### config.mk
export PLATFORM = sky130hd
export DESIGN_NAME = btn_press_encoder_flat
export DESIGN_NICKNAME = d
export VERILOG_FILES = /design/src/rtl/btn_pkg.sv /design/src/rtl/btn_press_encoder_if.sv /design/src/rtl/btn_debounce.sv /design/src/rtl/btn_press_encoder.sv /design/src/flat_wrapper.sv
export SDC_FILE = /design/constraint.sdc
export NUM_CORES = 1
export LEC_CHECK = 0
export CAP_MARGIN = 20
export CORE_UTILIZATION = 64
export DETAILED_ROUTE_END_ITERATION = 10
export PLACE_DENSITY = 0.83
export SLEW_MARGIN = 5
export SYNTH_ARGS = -nofsm -noshare
export SYNTH_HDL_FRONTEND = slang
export SYNTH_HIERARCHICAL = 1
export SYNTH_SLANG_ARGS = --single-unit
### constraint.sdc
create_clock -name clock -period 3.4 [get_ports clock]
set_input_delay 0.85 -clock clock [delete_from_list [all_inputs] [get_ports clock]]
set_output_delay 0.85 -clock clock [all_outputs]
set_load 0.05 [all_outputs]
### src/rtl/btn_pkg.sv
// Shared button codes and encoder state encoding for the press encoder and the
// game FSM's verify logic.
package btn_pkg;

   localparam logic [1:0] BTN_CODE_NONE = 2'd0;
   localparam logic [1:0] BTN_CODE_0    = 2'd1;
   localparam logic [1:0] BTN_CODE_1    = 2'd2;
   localparam logic [1:0] BTN_CODE_2    = 2'd3;

   typedef enum logic {
      ENC_IDLE = 1'b0,
      ENC_HELD = 1'b1
   } enc_state_e;

   // Code of the lowest pressed button; NONE when nothing is pressed.
   function automatic logic [1:0] btn_code(input logic [2:0] deb);
      logic [1:0] code;
      code = BTN_CODE_NONE;
      if (deb[0])      code = BTN_CODE_0;
      else if (deb[1]) code = BTN_CODE_1;
      else if (deb[2]) code = BTN_CODE_2;
      return code;
   endfunction

   function automatic logic btn_single(input logic [2:0] v);
      return (v != 3'd0) && ((v & (v - 3'd1)) == 3'd0);
   endfunction

endpackage

### src/rtl/btn_press_encoder_if.sv
// Valid/ready event channel from the press encoder to the game FSM.
interface btn_press_encoder_if;
   logic       press_valid;
   logic       press_ready;
   logic [1:0] press_code;

   modport master (output press_valid, output press_code, input press_ready);
   modport slave  (input press_valid, input press_code, output press_ready);
endinterface

### src/rtl/btn_debounce.sv
// One-bit two-flop synchroniser followed by a counting debouncer; the level
// is accepted only after DEBOUNCE_CYCLES consecutive differing samples.
module btn_debounce #(
   parameter int unsigned DEBOUNCE_CYCLES = 16,
   parameter int unsigned CNT_W           = 20
) (
   input  logic clock,
   input  logic reset,
   input  logic btn_i,
   output logic deb_o
);

   localparam logic [CNT_W-1:0] CNT_LAST = CNT_W'(DEBOUNCE_CYCLES - 1);

   logic             sync1_q, sync2_q;
   logic             deb_q, deb_d;
   logic [CNT_W-1:0] cnt_q, cnt_d;

   always_ff @(posedge clock) begin
      if (!reset) begin
         sync1_q <= 1'b0;
         sync2_q <= 1'b0;
         deb_q   <= 1'b0;
         cnt_q   <= '0;
      end else begin
         sync1_q <= btn_i;
         sync2_q <= sync1_q;
         deb_q   <= deb_d;
         cnt_q   <= cnt_d;
      end
   end

   always_comb begin
      deb_d = deb_q;
      cnt_d = '0;
      if (sync2_q != deb_q) begin
         if (cnt_q == CNT_LAST) deb_d = sync2_q;
         else                   cnt_d = cnt_q + CNT_W'(1);
      end
   end

   assign deb_o = deb_q;

endmodule

### src/rtl/btn_press_encoder.sv
// Debounces three push-buttons and emits one coded event per clean single
// press on a one-deep valid/ready output register.
module btn_press_encoder
   import btn_pkg::*;
#(
   parameter int unsigned DEBOUNCE_CYCLES = 16,
   parameter int unsigned CNT_W           = 20,
   parameter bit          BTN_ACTIVE_LOW  = 1'b1
) (
   input  logic                       clock,
   input  logic                       reset,
   input  logic [2:0]                 btn_raw,
   input  logic                       en,
   btn_press_encoder_if.master        press,
   output logic                       btn_held,
   output logic                       multi_err,
   output logic                       overflow
);

   logic [2:0] btn_act;
   logic [2:0] deb;

   assign btn_act = BTN_ACTIVE_LOW ? ~btn_raw : btn_raw;

   for (genvar gi = 0; gi < 3; gi++) begin : g_deb
      btn_debounce #(
         .DEBOUNCE_CYCLES (DEBOUNCE_CYCLES),
         .CNT_W           (CNT_W)
      ) u_deb (
         .clock (clock),
         .reset (reset),
         .btn_i (btn_act[gi]),
         .deb_o (deb[gi])
      );
   end

   enc_state_e state_q, state_d;
   logic [2:0] deb_prev_q;
   logic       valid_q, valid_d;
   logic [1:0] code_q, code_d;
   logic       held_q, held_d;
   logic       multi_q, multi_d;
   logic       ovf_q, ovf_d;
   logic       ev;

   always_ff @(posedge clock) begin
      if (!reset) begin
         state_q    <= ENC_IDLE;
         deb_prev_q <= '0;
         valid_q    <= 1'b0;
         code_q     <= BTN_CODE_NONE;
         held_q     <= 1'b0;
         multi_q    <= 1'b0;
         ovf_q      <= 1'b0;
      end else begin
         state_q    <= state_d;
         deb_prev_q <= deb;
         valid_q    <= valid_d;
         code_q     <= code_d;
         held_q     <= held_d;
         multi_q    <= multi_d;
         ovf_q      <= ovf_d;
      end
   end

   always_comb begin
      state_d = state_q;
      ev      = 1'b0;
      multi_d = 1'b0;
      held_d  = |deb;
      case (state_q)
         ENC_IDLE: begin
            if (deb != 3'd0) begin
               state_d = ENC_HELD;
               if (btn_single(deb)) ev = 1'b1;
               else                 multi_d = 1'b1;
            end
         end
         ENC_HELD: begin
            if (deb == 3'd0)                        state_d = ENC_IDLE;
            else if ((deb & ~deb_prev_q) != 3'd0)   multi_d = 1'b1;
         end
         default: state_d = ENC_IDLE;
      endcase
   end

   // Accept and load may share an edge: the slot frees before the new event lands.
   always_comb begin
      valid_d = valid_q;
      code_d  = code_q;
      ovf_d   = 1'b0;
      if (valid_q && press.press_ready) valid_d = 1'b0;
      if (ev && en) begin
         if (valid_q && !press.press_ready) begin
            ovf_d = 1'b1;
         end else begin
            valid_d = 1'b1;
            code_d  = btn_code(deb);
         end
      end
   end

   assign press.press_valid = valid_q;
   assign press.press_code  = code_q;
   assign btn_held          = held_q;
   assign multi_err         = multi_q;
   assign overflow          = ovf_q;

endmodule

### src/flat_wrapper.sv
// flat-port wrapper written by rule: the top's interface ports become plain ports
module btn_press_encoder_flat import btn_pkg::*;
#(
   parameter int unsigned DEBOUNCE_CYCLES = 16,
   parameter int unsigned CNT_W           = 20,
   parameter bit          BTN_ACTIVE_LOW  = 1'b1
)
  (clock, reset, btn_raw, en, btn_held, multi_err, overflow, press_press_valid, press_press_code, press_press_ready);
  btn_press_encoder_if press_i ();
  input  logic clock;
  input  logic reset;
  input  logic [2:0] btn_raw;
  input  logic en;
  output logic btn_held;
  output logic multi_err;
  output logic overflow;
  output wire logic [$bits(press_i.press_valid)-1:0] press_press_valid;
  output wire logic [$bits(press_i.press_code)-1:0] press_press_code;
  input wire logic [$bits(press_i.press_ready)-1:0] press_press_ready;
  assign press_press_valid = press_i.press_valid;
  assign press_press_code = press_i.press_code;
  assign press_i.press_ready = press_press_ready;
  btn_press_encoder #(.DEBOUNCE_CYCLES(DEBOUNCE_CYCLES), .CNT_W(CNT_W), .BTN_ACTIVE_LOW(BTN_ACTIVE_LOW)) u_core (.clock(clock), .reset(reset), .btn_raw(btn_raw), .en(en), .press(press_i), .btn_held(btn_held), .multi_err(multi_err), .overflow(overflow));
endmodule
==> results.txt, run 1 <==
outcome: completed
number of max-cap violations: 0
Nets: 407
f_max: 425 MHz
full die area: 5640 um2
Hold Violations, Final: 0
Placer Congestion: 0.810
clk buf depth: 2
WP data required: 2.55 ns
DRC viols: 0
initial DRC count: 77
mapped cell area: 3420 um2
worst path bufs/invs: 1
Diodes inserted: 0
first-pass GRT wire length: 10.0 mm
Pwr Density: 450 nW/um2
crit-path cells: clkdlybuf4s50_1
slowest CP cell: clkdlybuf4s50_1
Arr. time, crit path: 1.50 ns
Starting Density: 66.6%
vias post-DR: 2686
count leader, synth: dfxtp_1
Post-synth EDFFs: 0
Syn Area/Cell: 9.03 um2
Sum Neg Setup Slack: 0 ns
Routed Antenna Nets: 0
Syn. warnings: 6
synth top area cells: dfxtp_1 (46%), xnor2_1 (10%), nor2_1 (7.5%)
maximum VDD drop: 0.366 mV
die height: 75.1 um
IO Port Bufs: 12
num rows: 26
top cell type's share of synthesized area: 46.2%
DR vias/cell: 5.69
clk sinks: 79
Layout area overhead: 11.6%
Top FF cell, synth: dfxtp_1
Yosys cell types: 36
Worst-Skew Late Latency: 0.34 ns
CP startpoint kind: flop
clock slew seen by the registers of the worst setup and hold paths: 0.07 ns
die width: 75.1 um
worst setup path class: flop to output pin
Worst Skew: 0.0101 ns
wire length per cell: 12.8 um
fin. max-slew vios: 0
Post-synth ARST share: 0%
Hold Crit Class: flop to flop
GR Overflow Total: 0
Syn Inst Count: 379
Clock Root Buffer: clkbuf_8
antenna violations before repair: 0
synth cell count leaders: dfxtp_1 (79), nor2_1 (68), xnor2_1 (39)
Period Utilization, post-route: 69.2%
# IOs: 13
slew margin rel.: 48.3%
TritonCTS clock tree: built
total CTS buffers: 9
sequential area share after synthesis: 46.2%
post-synth top area cell: dfxtp_1
detailed-route wire length: 6.06 mm
cts repair resizes: 0
largest net degree at the start of global routing: 22
hpwl dp: 4.02 mm
H-tree depth: 3
unrepaired setup endpoints after global routing: false
Final setup viols: 0
Top delay family on crit path: buffers and inverters
Pleak: 1.19 nW
Synth Register Bits: 79
DR pass1 iterations: 4
fin crit period: 2.35 ns
# Post-CTS Setup Buffers: 0
CORE AREA: 5140 um2
Tightest Pin Transition: 0.775 ns
CP max FO: 3
aggregate global-route resource usage: 23.8%
critical path capture point type: output pin
fin util: 74.3%
vias in the first global route: 2392
CTS hold repair buffers: 0
synthesized net count: 389
share of cells above drive strength 1: 7.71%
Slowest Stage Delay on Critical Path: 0.81 ns
r2r setup slk: 1.24 ns
[layout by cell type (no fill, tap or decap), types with 2 or more instances in the layout]
cell	n
nand4_1	12
nand4_4	3
o21ai_0	10
or4_4	3
nor3b_1	3
mux2i_1	3
and2_1	9
nand2_1	19
nand3_1	15
nor2_1	68
a311oi_2	2
bufinv_16	2
or3_1	6
o31ai_1	4
a21oi_1	10
dfxtp_1	79
o211ai_1	3
ha_1	3
nor4_1	27
xor2_1	9
nor3_1	9
clkbuf_8	10
a31oi_1	5
nand3b_1	3
o21ai_2	3
xnor2_1	39
clkdlybuf4s50_1	12
inv_1	19
[metrics by stage]
stage	power (mW)	cell area (um2)	hold slack [ns]	std cells	worst slack [ns]
finish	1.72	3820	0.437	472	1.05
floorplan	0.967	3420	0.412	379	1.67
detailed placement	0.980	3590	0.420	456	0.901
global placement	0.979	3590	0.416	456	0.962
global route	1.78	3820	0.442	472	0.984
CTS	1.74	3820	0.432	472	1.03
[worst paths after layout]
check | startpoint | to | cells past startpoint
worst max-delay path | u_core/press.press_code[0]$_SDFFE_PN0P_ | press_press_code[0] | 1
worst min-delay path | u_core/g_deb[1].u_deb/sync1_q$_SDFF_PN0_ | u_core/g_deb[1].u_deb/sync2_q$_SDFF_PN0_ | 1
worst max register to register | u_core/g_deb[1].u_deb/cnt_q[0]$_SDFF_PP0_ | u_core/g_deb[1].u_deb/cnt_q[15]$_SDFF_PP0_ | 5
worst min register to register | u_core/g_deb[1].u_deb/sync1_q$_SDFF_PN0_ | u_core/g_deb[1].u_deb/sync2_q$_SDFF_PN0_ | 1
[cells by family after synthesis]
kind of cell,share of synthesized area [%]
muxes,0.878
DFF,46.2
and+or+nand+nor,28.2
buffers and inverters,3.07
AOI/OAI and AO/OA,7.75
adders and majority gates,1.10
xor gates and xnor gates,12.8
[registers in the layout, indices dropped and copies added, names as in the netlist]
name                        cells
u_core/g_deb.u_deb/deb_o        3
u_core/g_deb.u_deb/sync1_q      3
u_core/overflow                 1
u_core/btn_held                 1
u_core/multi_err                1
u_core/deb_prev_q               3
u_core/press.press_valid        1
u_core/state_q                  1
u_core/press.press_code         2
u_core/g_deb.u_deb/cnt_q       60
u_core/g_deb.u_deb/sync2_q      3
[area by class of cell]
class                           count  area (um2)
Fill cell                         373        1320
Timing Repair Buffer               12         120
Tap cell                           70        87.6
Clock inverter                      5        81.3
Inverter                           19        71.3
Clock buffer                       11         141
Multi-Input combinational cell    276        1730
Sequential cell                    79        1580
[routing by layer]
layer	vias to the layer above	global-route usage (%)	routed length, um
li1	1366	-	-
met1	1260	28.5	2810
met2	54	39.8	2950
met3	6	7.63	249
met4	0	9.01	49
met5	-	0	0
[where the power goes]
| group | total (mW) | internal, mW | switching, mW |
|---|---|---|---|
| Clock | 0.758 | 0.434 | 0.324 |
| Combinational | 0.0272 | 0.0125 | 0.0147 |
| Sequential | 0.931 | 0.929 | 0.00238 |
| Total | 1.72 | 1.37 | 0.341 |
Note: power is estimated with default switching activity, not from simulation.
==> run 2: changes to the inputs <==
--- a/config.mk
+++ b/config.mk
@@ -6,9 +6,9 @@
 export NUM_CORES = 1
 export LEC_CHECK = 0
 export CAP_MARGIN = 20
-export CORE_UTILIZATION = 64
+export CORE_UTILIZATION = 54
 export DETAILED_ROUTE_END_ITERATION = 10
-export PLACE_DENSITY = 0.83
+export PLACE_DENSITY = 0.75
 export SLEW_MARGIN = 5
 export SYNTH_ARGS = -nofsm -noshare
 export SYNTH_HDL_FRONTEND = slang
==> constraint.sdc (replaced) <==
create_clock -name clock -period 1.9 [get_ports clock]
set_input_delay 0.475 -clock clock [delete_from_list [all_inputs] [get_ports clock]]
set_output_delay 0.475 -clock clock [all_outputs]
set_load 0.05 [all_outputs]
==> run 2 against run 1 <==
Effect of this change: flip-flop and latch count stayed put; final cell count is 4.9% higher; routed wire length is 1.8% higher; count of clock-buffer cells in the layout is 1 lower; sequential power is 79% higher; clock power is 75% higher; non-clock buffer count is 18 higher.
==> results.txt, run 2 (synthesis results as in run 1) <==
f_max: 575 MHz
vias in the first global route: 2311
Hold Violations, Final: 0
most common cell after layout, fill and taps aside: dfxtp_1
Final setup viols: 0
aggregate global-route resource usage: 19.8%
Routed Antenna Nets: 0
crit-path cells: ha_1, nand3_1, nand3b_1, o21ai_2, buf_4, nor2_1
WP data required: 2.13 ns
fin. max-slew vios: 0
antenna violations before repair: 0
initial DRC count: 100
critical path capture point type: flop
slowest CP cell: dfxtp_1
Placer Congestion: 0.813
Largest register FFs: 60
Worst Skew: 0.00926 ns
pre-CTS setup slack: 0.0873 ns
detailed-route wire length: 6.17 mm
DRC viols: 0
CP max FO: 19
WHS: 0.449 ns
GR Overflow Total: 0
Hold Crit Class: flop to flop
clock slew seen by the registers of the worst setup and hold paths: 0.08 ns
Arr. time, crit path: 1.97 ns
first-pass GRT wire length: 10.1 mm
Sum Neg Setup Slack: 0 ns
Pwr Density: 775 nW/um2
total CTS buffers: 9
Pleak: 1.27 nW
unrepaired setup endpoints after global routing: false
Layout fillers: 502
DR pass1 iterations: 4
Reg with most FFs: u_core/g_deb.u_deb/cnt_q
Layout area overhead: 15.2%
fin crit period: 1.74 ns
CP startpoint kind: flop
num rows: 28
Diodes inserted: 0
clk sinks: 79
DR vias/cell: 5.48
number of max-cap violations: 0
vias post-DR: 2713
most frequent cells in the layout: dfxtp_1 (79), nor2_1 (68), xnor2_1 (39)
Nets: 425
wire length per cell: 12.5 um
outcome: completed
slew margin rel.: 66.5%
largest net degree at the start of global routing: 20
worst setup path class: flop to flop
die height: 81.6 um
share of cells above drive strength 1: 13.1%
Worst-Skew Late Latency: 0.34 ns
H-tree depth: 3
die width: 81.6 um
maximum VDD drop: 0.509 mV
Tightest Pin Transition: 0.500 ns
full die area: 6660 um2
# IOs: 13
Clock Root Buffer: clkbuf_8
Starting Density: 56.8%
CORE AREA: 6030 um2
Period Utilization, post-route: 91.6%
IO Port Bufs: 12
Slowest Stage Delay on Critical Path: 0.38 ns
PnR worst setup slack: 0.160 ns
hpwl dp: 4.23 mm
clk buf depth: 2
CTS hold repair buffers: 0
TritonCTS clock tree: built
-- run 2: cell count changes in the layout (fill, tap and decap cells not counted) --
cell and delta:
buf_4 +24, clkdlybuf4s50_1 -6, clkbuf_8 -1, clkinv_2 +1, clkinv_4 -1, clkinvlp_4 +1, o21ai_2 -1, o21ai_4 +1
-- run 2: critical path: cells and delay by family (launching register included) --
family                     cells  cell delay [ns]
buffers and inverters          1             0.23
DFF                            1             0.38
adders and majority gates      1             0.20
and+or+nand+nor                3             0.64
AOI/OAI and AO/OA              1             0.17
-- run 2: layer usage --
| metal | track usage [%] | part of all wire [%] |
|---|---|---|
| met5 | 0 | 0 |
| met2 | 32.1 | 46 |
| met1 | 24.6 | 48 |
| met4 | 10.4 | 2.1 |
| met3 | 4.33 | 4.4 |
-- run 2: per-stage QoR --
step | utilization, % | cell area [um2] | std cells | power (mW)
floorplan | - | 3420 | 379 | 1.73
global placement | 61.8 | 3720 | 479 | 1.76
detailed placement | 61.8 | 3720 | 479 | 1.76
CTS | 65.3 | 3930 | 495 | 3.09
global route | 65.4 | 3940 | 495 | 3.15
finish | 65.4 | 3940 | 495 | 3.06
-- run 2: path summary, 6_finish.rpt --
check / start / to / slack (ns) / depth (start not counted)
setup / recovery: u_core/g_deb[1].u_deb/cnt_q[0]$_SDFF_PP0_ / u_core/g_deb[1].u_deb/cnt_q[10]$_SDFF_PP0_ / 0.16 / 6
hold / removal: u_core/g_deb[2].u_deb/sync1_q$_SDFF_PN0_ / u_core/g_deb[2].u_deb/sync2_q$_SDFF_PN0_ / 0.45 / 1
setup reg to reg: u_core/g_deb[1].u_deb/cnt_q[0]$_SDFF_PP0_ / u_core/g_deb[1].u_deb/cnt_q[10]$_SDFF_PP0_ / 0.16 / 6
hold reg to reg: u_core/g_deb[2].u_deb/sync1_q$_SDFF_PN0_ / u_core/g_deb[2].u_deb/sync2_q$_SDFF_PN0_ / 0.45 / 1
-- run 2: layout make-up --
cell class                      count  area (um2)  share of cell area, %
Clock buffer                       10         128                   3.24
Sequential cell                    79        1580                   40.1
Clock inverter                      6        85.1                   2.16
Timing Repair Buffer               30         240                   6.10
Inverter                           19        71.3                   1.81
Tap cell                           75        93.8                   2.38
Multi-Input combinational cell    276        1740                   44.2
-- run 2: repair_timing --
| action | CTS | global route |
|---|---|---|
| buffers inserted | 0 | 0 |
| endpoints found under the setup margin | 0 | 19 |
| resized for setup | 0 | 1 |
-- run 2: power breakdown --
group / total (mW) / switching [mW] / internal [mW]
clock network: 1.33 / 0.599 / 0.736
logic: 0.0547 / 0.0274 / 0.0273
registers: 1.67 / 0.00381 / 1.66
total: 3.06 / 0.630 / 2.42
